### config.mk
export PLATFORM = sky130hd
export DESIGN_NAME = cache_fill_ctrl
export DESIGN_NICKNAME = d
export VERILOG_FILES = /design/src/rtl/cache_pkg.sv /design/src/rtl/cache_fill_counter.sv /design/src/rtl/cache_fill_ctrl.sv
export SDC_FILE = /design/constraint.sdc
export NUM_CORES = 1
export LEC_CHECK = 0
export ABC_AREA = 1
export BUFFER_PORTS_ARGS = -buffer_cell sky130_fd_sc_hd__buf_2
export CORE_MARGIN = 8
export CORE_UTILIZATION = 44
export DETAILED_ROUTE_END_ITERATION = 6
export PLACE_DENSITY_LB_ADDON = 0.08
export SLEW_MARGIN = 20
export SYNTH_ARGS = -nofsm -noshare
export SYNTH_HDL_FRONTEND = slang
export SYNTH_HIERARCHICAL = 1
export SYNTH_SLANG_ARGS = --single-unit
### constraint.sdc
create_clock -name clk -period 2.6 [get_ports clk]
set_input_delay 0.65 -clock clk [delete_from_list [all_inputs] [get_ports clk]]
set_output_delay 0.65 -clock clk [all_outputs]
set_load 0.005 [all_outputs]
### src/rtl/cache_pkg.sv
// Shared state encoding and block-geometry helpers for the cache fill controller.
package cache_pkg;

   typedef enum logic [1:0] {
      ST_IDLE   = 2'd0,
      ST_WB     = 2'd1,
      ST_FILL   = 2'd2,
      ST_COMMIT = 2'd3
   } fill_state_e;

   function automatic int clog2(input int value);
      int r;
      r = 32'sd0;
      while ((32'sd1 << r) < value) begin
         r = r + 32'sd1;
      end
      return r;
   endfunction

   function automatic int calc_words(input int block_bytes, input int data_w);
      return block_bytes / (data_w / 32'sd8);
   endfunction

   function automatic int calc_idx_w(input int words);
      return (clog2(words) < 32'sd1) ? 32'sd1 : clog2(words);
   endfunction

endpackage

### src/rtl/cache_fill_counter.sv
// Up-counter with synchronous clear (priority over increment) and a terminal-count flag.
module cache_fill_counter
#(
   parameter int W    = 4,
   parameter int TERM = 8
) (
   input  logic         clk,
   input  logic         rst,
   input  logic         clr_i,
   input  logic         inc_i,
   output logic [W-1:0] cnt_o,
   output logic         tc_o
);

   logic [W-1:0] cnt_q;
   logic [W-1:0] cnt_d;

   // Next count: clear wins over increment.
   always_comb begin
      if (clr_i) begin
         cnt_d = {W{1'b0}};
      end else if (inc_i) begin
         cnt_d = cnt_q + {{(W-1){1'b0}}, 1'b1};
      end else begin
         cnt_d = cnt_q;
      end
   end

   // Count register.
   always_ff @(posedge clk or posedge rst) begin
      if (rst) begin
         cnt_q <= {W{1'b0}};
      end else begin
         cnt_q <= cnt_d;
      end
   end

   assign cnt_o = cnt_q;
   assign tc_o  = (cnt_q == W'(TERM));

endmodule

### src/rtl/cache_fill_ctrl.sv
// Cache miss controller: optional dirty-victim write-back, word-wise block fill, then tag commit.
module cache_fill_ctrl
   import cache_pkg::*;
#(
   parameter int ADDR_W      = 16,
   parameter int DATA_W      = 16,
   parameter int BLOCK_BYTES = 16,
   parameter bit WRITE_BACK  = 1'b0,
   localparam int WORDS      = calc_words(BLOCK_BYTES, DATA_W),
   localparam int IDX_W      = calc_idx_w(WORDS)
) (
   input  logic              clk,
   input  logic              rst,
   input  logic              miss_detected,
   input  logic [ADDR_W-1:0] miss_address,
   input  logic              victim_dirty,
   input  logic [ADDR_W-1:0] victim_address,
   input  logic [DATA_W-1:0] cache_rd_data,
   output logic              fsm_busy,
   output logic [IDX_W-1:0]  cache_word_idx,
   output logic              write_data_array,
   output logic              write_tag_array,
   output logic              mem_req,
   output logic              mem_we,
   output logic [ADDR_W-1:0] mem_addr,
   output logic [DATA_W-1:0] mem_wdata,
   input  logic              mem_ready,
   input  logic [DATA_W-1:0] memory_data,
   input  logic              memory_data_valid
);

   localparam int CW    = IDX_W + 1;
   localparam int BPW   = DATA_W / 8;
   localparam int OFF_W = clog2(BLOCK_BYTES);
   localparam logic [ADDR_W-1:0] BASE_MASK = {ADDR_W{1'b1}} << OFF_W;

   fill_state_e       state_q;
   logic [ADDR_W-1:0] miss_base_q;
   logic [ADDR_W-1:0] victim_base_q;
   logic [ADDR_W-1:0] word_off_s;
   logic [CW-1:0]     iss_s;
   logic [CW-1:0]     rcv_s;
   logic              iss_done_s;
   logic              rcv_last_s;
   logic              iss_clr_s;
   logic              iss_inc_s;
   logic              rcv_clr_s;
   logic              rcv_inc_s;
   logic              wb_last_s;
   logic              fill_last_s;
   logic              unused_mem_data_s;

   // memory_data goes straight to the data array; only the write strobe is produced here.
   assign unused_mem_data_s = ^memory_data;

   assign word_off_s  = ADDR_W'(iss_s[IDX_W-1:0]) * ADDR_W'(BPW);
   assign rcv_inc_s   = (state_q == ST_FILL) && memory_data_valid && (rcv_s != iss_s);
   assign fill_last_s = rcv_inc_s && rcv_last_s;
   assign iss_inc_s   = mem_req && mem_ready;
   assign wb_last_s   = (state_q == ST_WB) && mem_ready && (iss_s == CW'(WORDS - 1));
   assign iss_clr_s   = (state_q == ST_IDLE) || wb_last_s;
   assign rcv_clr_s   = (state_q == ST_IDLE);
   assign fsm_busy    = (state_q != ST_IDLE) || miss_detected;

   cache_fill_counter #(.W(CW), .TERM(WORDS)) u_iss (
      .clk   (clk),
      .rst   (rst),
      .clr_i (iss_clr_s),
      .inc_i (iss_inc_s),
      .cnt_o (iss_s),
      .tc_o  (iss_done_s)
   );

   cache_fill_counter #(.W(CW), .TERM(WORDS - 1)) u_rcv (
      .clk   (clk),
      .rst   (rst),
      .clr_i (rcv_clr_s),
      .inc_i (rcv_inc_s),
      .cnt_o (rcv_s),
      .tc_o  (rcv_last_s)
   );

   // Output decode from registered state and counters.
   always_comb begin
      mem_req          = 1'b0;
      mem_we           = 1'b0;
      mem_addr         = {ADDR_W{1'b0}};
      mem_wdata        = {DATA_W{1'b0}};
      cache_word_idx   = {IDX_W{1'b0}};
      write_data_array = 1'b0;
      write_tag_array  = 1'b0;
      case (state_q)
         ST_WB: begin
            mem_req        = 1'b1;
            mem_we         = 1'b1;
            mem_addr       = victim_base_q + word_off_s;
            mem_wdata      = cache_rd_data;
            cache_word_idx = iss_s[IDX_W-1:0];
         end
         ST_FILL: begin
            mem_req = !iss_done_s;
            if (!iss_done_s) begin
               mem_addr = miss_base_q + word_off_s;
            end else begin
               mem_addr = {ADDR_W{1'b0}};
            end
            cache_word_idx   = rcv_s[IDX_W-1:0];
            write_data_array = rcv_inc_s;
         end
         ST_COMMIT: begin
            write_tag_array = 1'b1;
         end
         default: begin
            mem_req = 1'b0;
         end
      endcase
   end

   // Miss FSM with block-aligned address latches.
   always_ff @(posedge clk or posedge rst) begin
      if (rst) begin
         state_q       <= ST_IDLE;
         miss_base_q   <= {ADDR_W{1'b0}};
         victim_base_q <= {ADDR_W{1'b0}};
      end else begin
         case (state_q)
            ST_IDLE: begin
               if (miss_detected) begin
                  miss_base_q   <= miss_address & BASE_MASK;
                  victim_base_q <= WRITE_BACK ? (victim_address & BASE_MASK) : {ADDR_W{1'b0}};
                  state_q       <= (WRITE_BACK && victim_dirty) ? ST_WB : ST_FILL;
               end
            end
            ST_WB: begin
               if (wb_last_s) begin
                  state_q <= ST_FILL;
               end
            end
            ST_FILL: begin
               if (fill_last_s) begin
                  state_q <= ST_COMMIT;
               end
            end
            ST_COMMIT: begin
               state_q <= ST_IDLE;
            end
            default: begin
               state_q <= ST_IDLE;
            end
         endcase
      end
   end

endmodule

==> impl_metrics.tcl <==
set metrics [dict create \
    outcome "finished clean" \
    maxCapViolations 0 \
    cts.sinks 22 \
    drtPass1Iterations 4 \
    synthFlopType "dfrtp_1" \
    via_per_inst 4.307 \
    synth_seq_cells 22 \
    grt_pass1_vias 1384 \
    row_count 21 \
    syn_nets 309 \
    synth-seq-area-share_pct 36.30 \
    io_pins 110 \
    grt_pass1_wl_microns 6134 \
    drc 0 \
    fin_hold_ws_ps 207.5 \
    cts_tree "built" \
    leakagePower_uw 0.001327 \
    clk_path_buf_depth 2 \
    diodes 0 \
    vias 1516 \
    worstSetupPathType "reg2out" \
    mostFrequentLayoutCell "buf_2" \
    cts_root_buffer "clkbuf_4" \
    placed_cells 344 \
    synth_area_sq_um 1516 \
    register_area_sq_um 551.8 \
    synthesis.instances 231 \
    fin_crit_sh_pct 93.55 \
    synth_enable_flop_cells 0 \
    ctsHtreeMaxLevel 1 \
    port_buffers 71 \
    synth_compound_area_share_pct 8.828 \
    max_freq_mhz 411.1 \
    synth_xor_area_share_pct 0.5776 \
    core_sq_um 3337 \
    ys_top_cells_by_area "dfrtp_1 36%, inv_1 13%, nand2_1 12%" \
    synthArstFlopShare_pct 100.0 \
    layout_min_cycle_time_ps 2432 \
    synth_fa_ha_area_share_pct 6.601 \
    synth.avg_cell_area_sq_um 6.565 \
    grt_overflow 0 \
    yosys.area.top_type "dfrtp_1" \
    grt_usage_pct 14.04 \
    drtIter0Drc 54 \
    worstMarginPinSlew_ps 691.4 \
    synth.distinct_cells 23 \
    antenna_found_initial 0 \
    grt_max_degree 25 \
    worstPathRequired_ps 1950 \
    dieHeight_microns 74.71 \
    nets 385 \
    yosysWarnings 6 \
    finalWirelength_microns 3918 \
    drive_above_1_share_pct 33.01 \
    finalSetupViolCount 0 \
    finalNonFillerCells 352 \
    rsz0062_at_grt "false" \
    gp_congestion 0.8262 \
    yosys.area_share.simple_pct 30.45 \
    clk_pin_slew_worst_paths_ps 130 \
    drtAntennaViolNets 0 \
    start_util_pct 45.44 \
    fill_cells 353 \
    min_path_type "in2async" \
    wl_per_cell_microns 11.13 \
    clock_latency_ps 310 \
    die_w_microns 74.71 \
    pre_cts_ws_ps 182.2 \
    yosysTopAreaCellShare_pct 36.30 \
    multi_input_area_sq_um 710.7 \
    fin_ws_ps 167.7 \
    synth_top_family_by_area "simple AND/OR/NAND/NOR gates" \
    maxSlewHeadroom_pct 53.79 \
    fin_setup_tns_ps 0 \
    hold_buffers 0 \
    layout_common_cells "71 x buf_2, 53 x inv_1, 48 x nand2_1, 41 x nor2_1, 21 x dfrtp_1" \
    synthMuxAreaShare_pct 0 \
    hpwl_microns 3198 \
    critPathLaunchType "flop" \
    post-route-util_pct 59.77 \
    die-area_sq_um 5581 \
    fin_skew_ps 2.940 \
    slew_violations 0 \
    endpoint_kind "primary output" \
    area_growth_pct 31.52 \
    cp_max_fo 6 \
    crit_arrival_ps 1780 \
    ir_drop_uv 679.8 \
    numCtsBuffers 3 \
    powerDensity_nw_per_um2 864.9 \
    final-hold-violation-count 0 \
]
[worst max-delay path, cell delays in order, from the launching register on]
cell     delay [ps]
dfrtp_1         420
inv_1            80
ha_1            320
nand2_2          90
nor2_1          120
inv_2            60
buf_4           150
nor2_1          100
buf_2           120
[area by class of cell]
| class | instances | share of cell area, % |
|---|---|---|
| clock buffer | 3 | 1.129 |
| clock inverter | 1 | 1.506 |
| inverter | 59 | 11.10 |
| multi-input combinational | 144 | 35.63 |
| sequential | 22 | 27.67 |
| tap | 46 | 2.886 |
| timing repair buffer | 77 | 20.08 |
[cells in the mapped netlist (2+ instances only)]
cell type / instances
nor2_4: 2
nor2_2: 3
nand2_1: 49
inv_2: 5
clkbuf_1: 2
nor2_1: 41
nand3_1: 7
a21oi_1: 18
dfrtp_1: 22
nand2_2: 5
o21ai_0: 3
ha_1: 8
o22ai_1: 2
inv_1: 54
buf_2: 2
[registers in the layout, summed over array words and instances (netlist names)]
register     flops
miss_base_q     12
u_iss/cnt_o      4
u_rcv/cnt_o      4
state_q          2
[worst paths after layout]
kind | start | cells after the start | slack [ps] | end
max in group asynchronous | rst | 2 | 1880 | state_q[0]
min | rst | 2 | 210 | u_iss/cnt_o[3]
max | state_q[1] | 8 | 170 | mem_addr[7]
max reg2reg | state_q[1] | 13 | 570 | u_iss/cnt_o[3]
min in group clk | miss_base_q[4] | 2 | 520 | miss_base_q[4]
min reg2reg | miss_base_q[4] | 2 | 520 | miss_base_q[4]
[through the flow]
| step | power, uW | cell area [sq um] |
|---|---|---|
| 2_1_floorplan | 1128 | 1516 |
| 3_3_place_gp | 1414 | 1908 |
| 3_5_place_dp | 1427 | 1908 |
| 4_1_cts | 1729 | 1976 |
| 5_1_grt | 1909 | 1994 |
| 6_report | 1725 | 1994 |
[cell families (layout without fill, tap and decap cells)]
| family | Yosys count | count (layout) |
|---|---|---|
| and+or+nand+nor | 109 | 109 |
| buffers and inverters | 65 | 140 |
| AOI/OAI and AO/OA | 25 | 25 |
| DFF | 22 | 22 |
| adders and majority gates | 8 | 8 |
| other | 1 | 1 |
| xor gates and xnor gates | 1 | 1 |
[power by group]
part           leakage (uW)  switching (uW)  internal (uW)
clock network     0.0000279             107            156
registers          0.000262            74.2            466
logic               0.00104             549            373
total               0.00133             731            994
[routing by layer]
layer  vias up  wire (microns)  track usage [%]
li1        815               -                -
met1       661            1542            15.53
met2        38            2082            25.94
met3         2             264            3.595
met4         0              28            3.261
met5         -               0                0
[repair_timing]
item                       4_1_cts  5_1_grt
pin swaps                        0        0
setup buffers                    2        2
gates resized for setup          1        2
setup endpoints to repair        4       12
(Power assumes the default switching activity.)
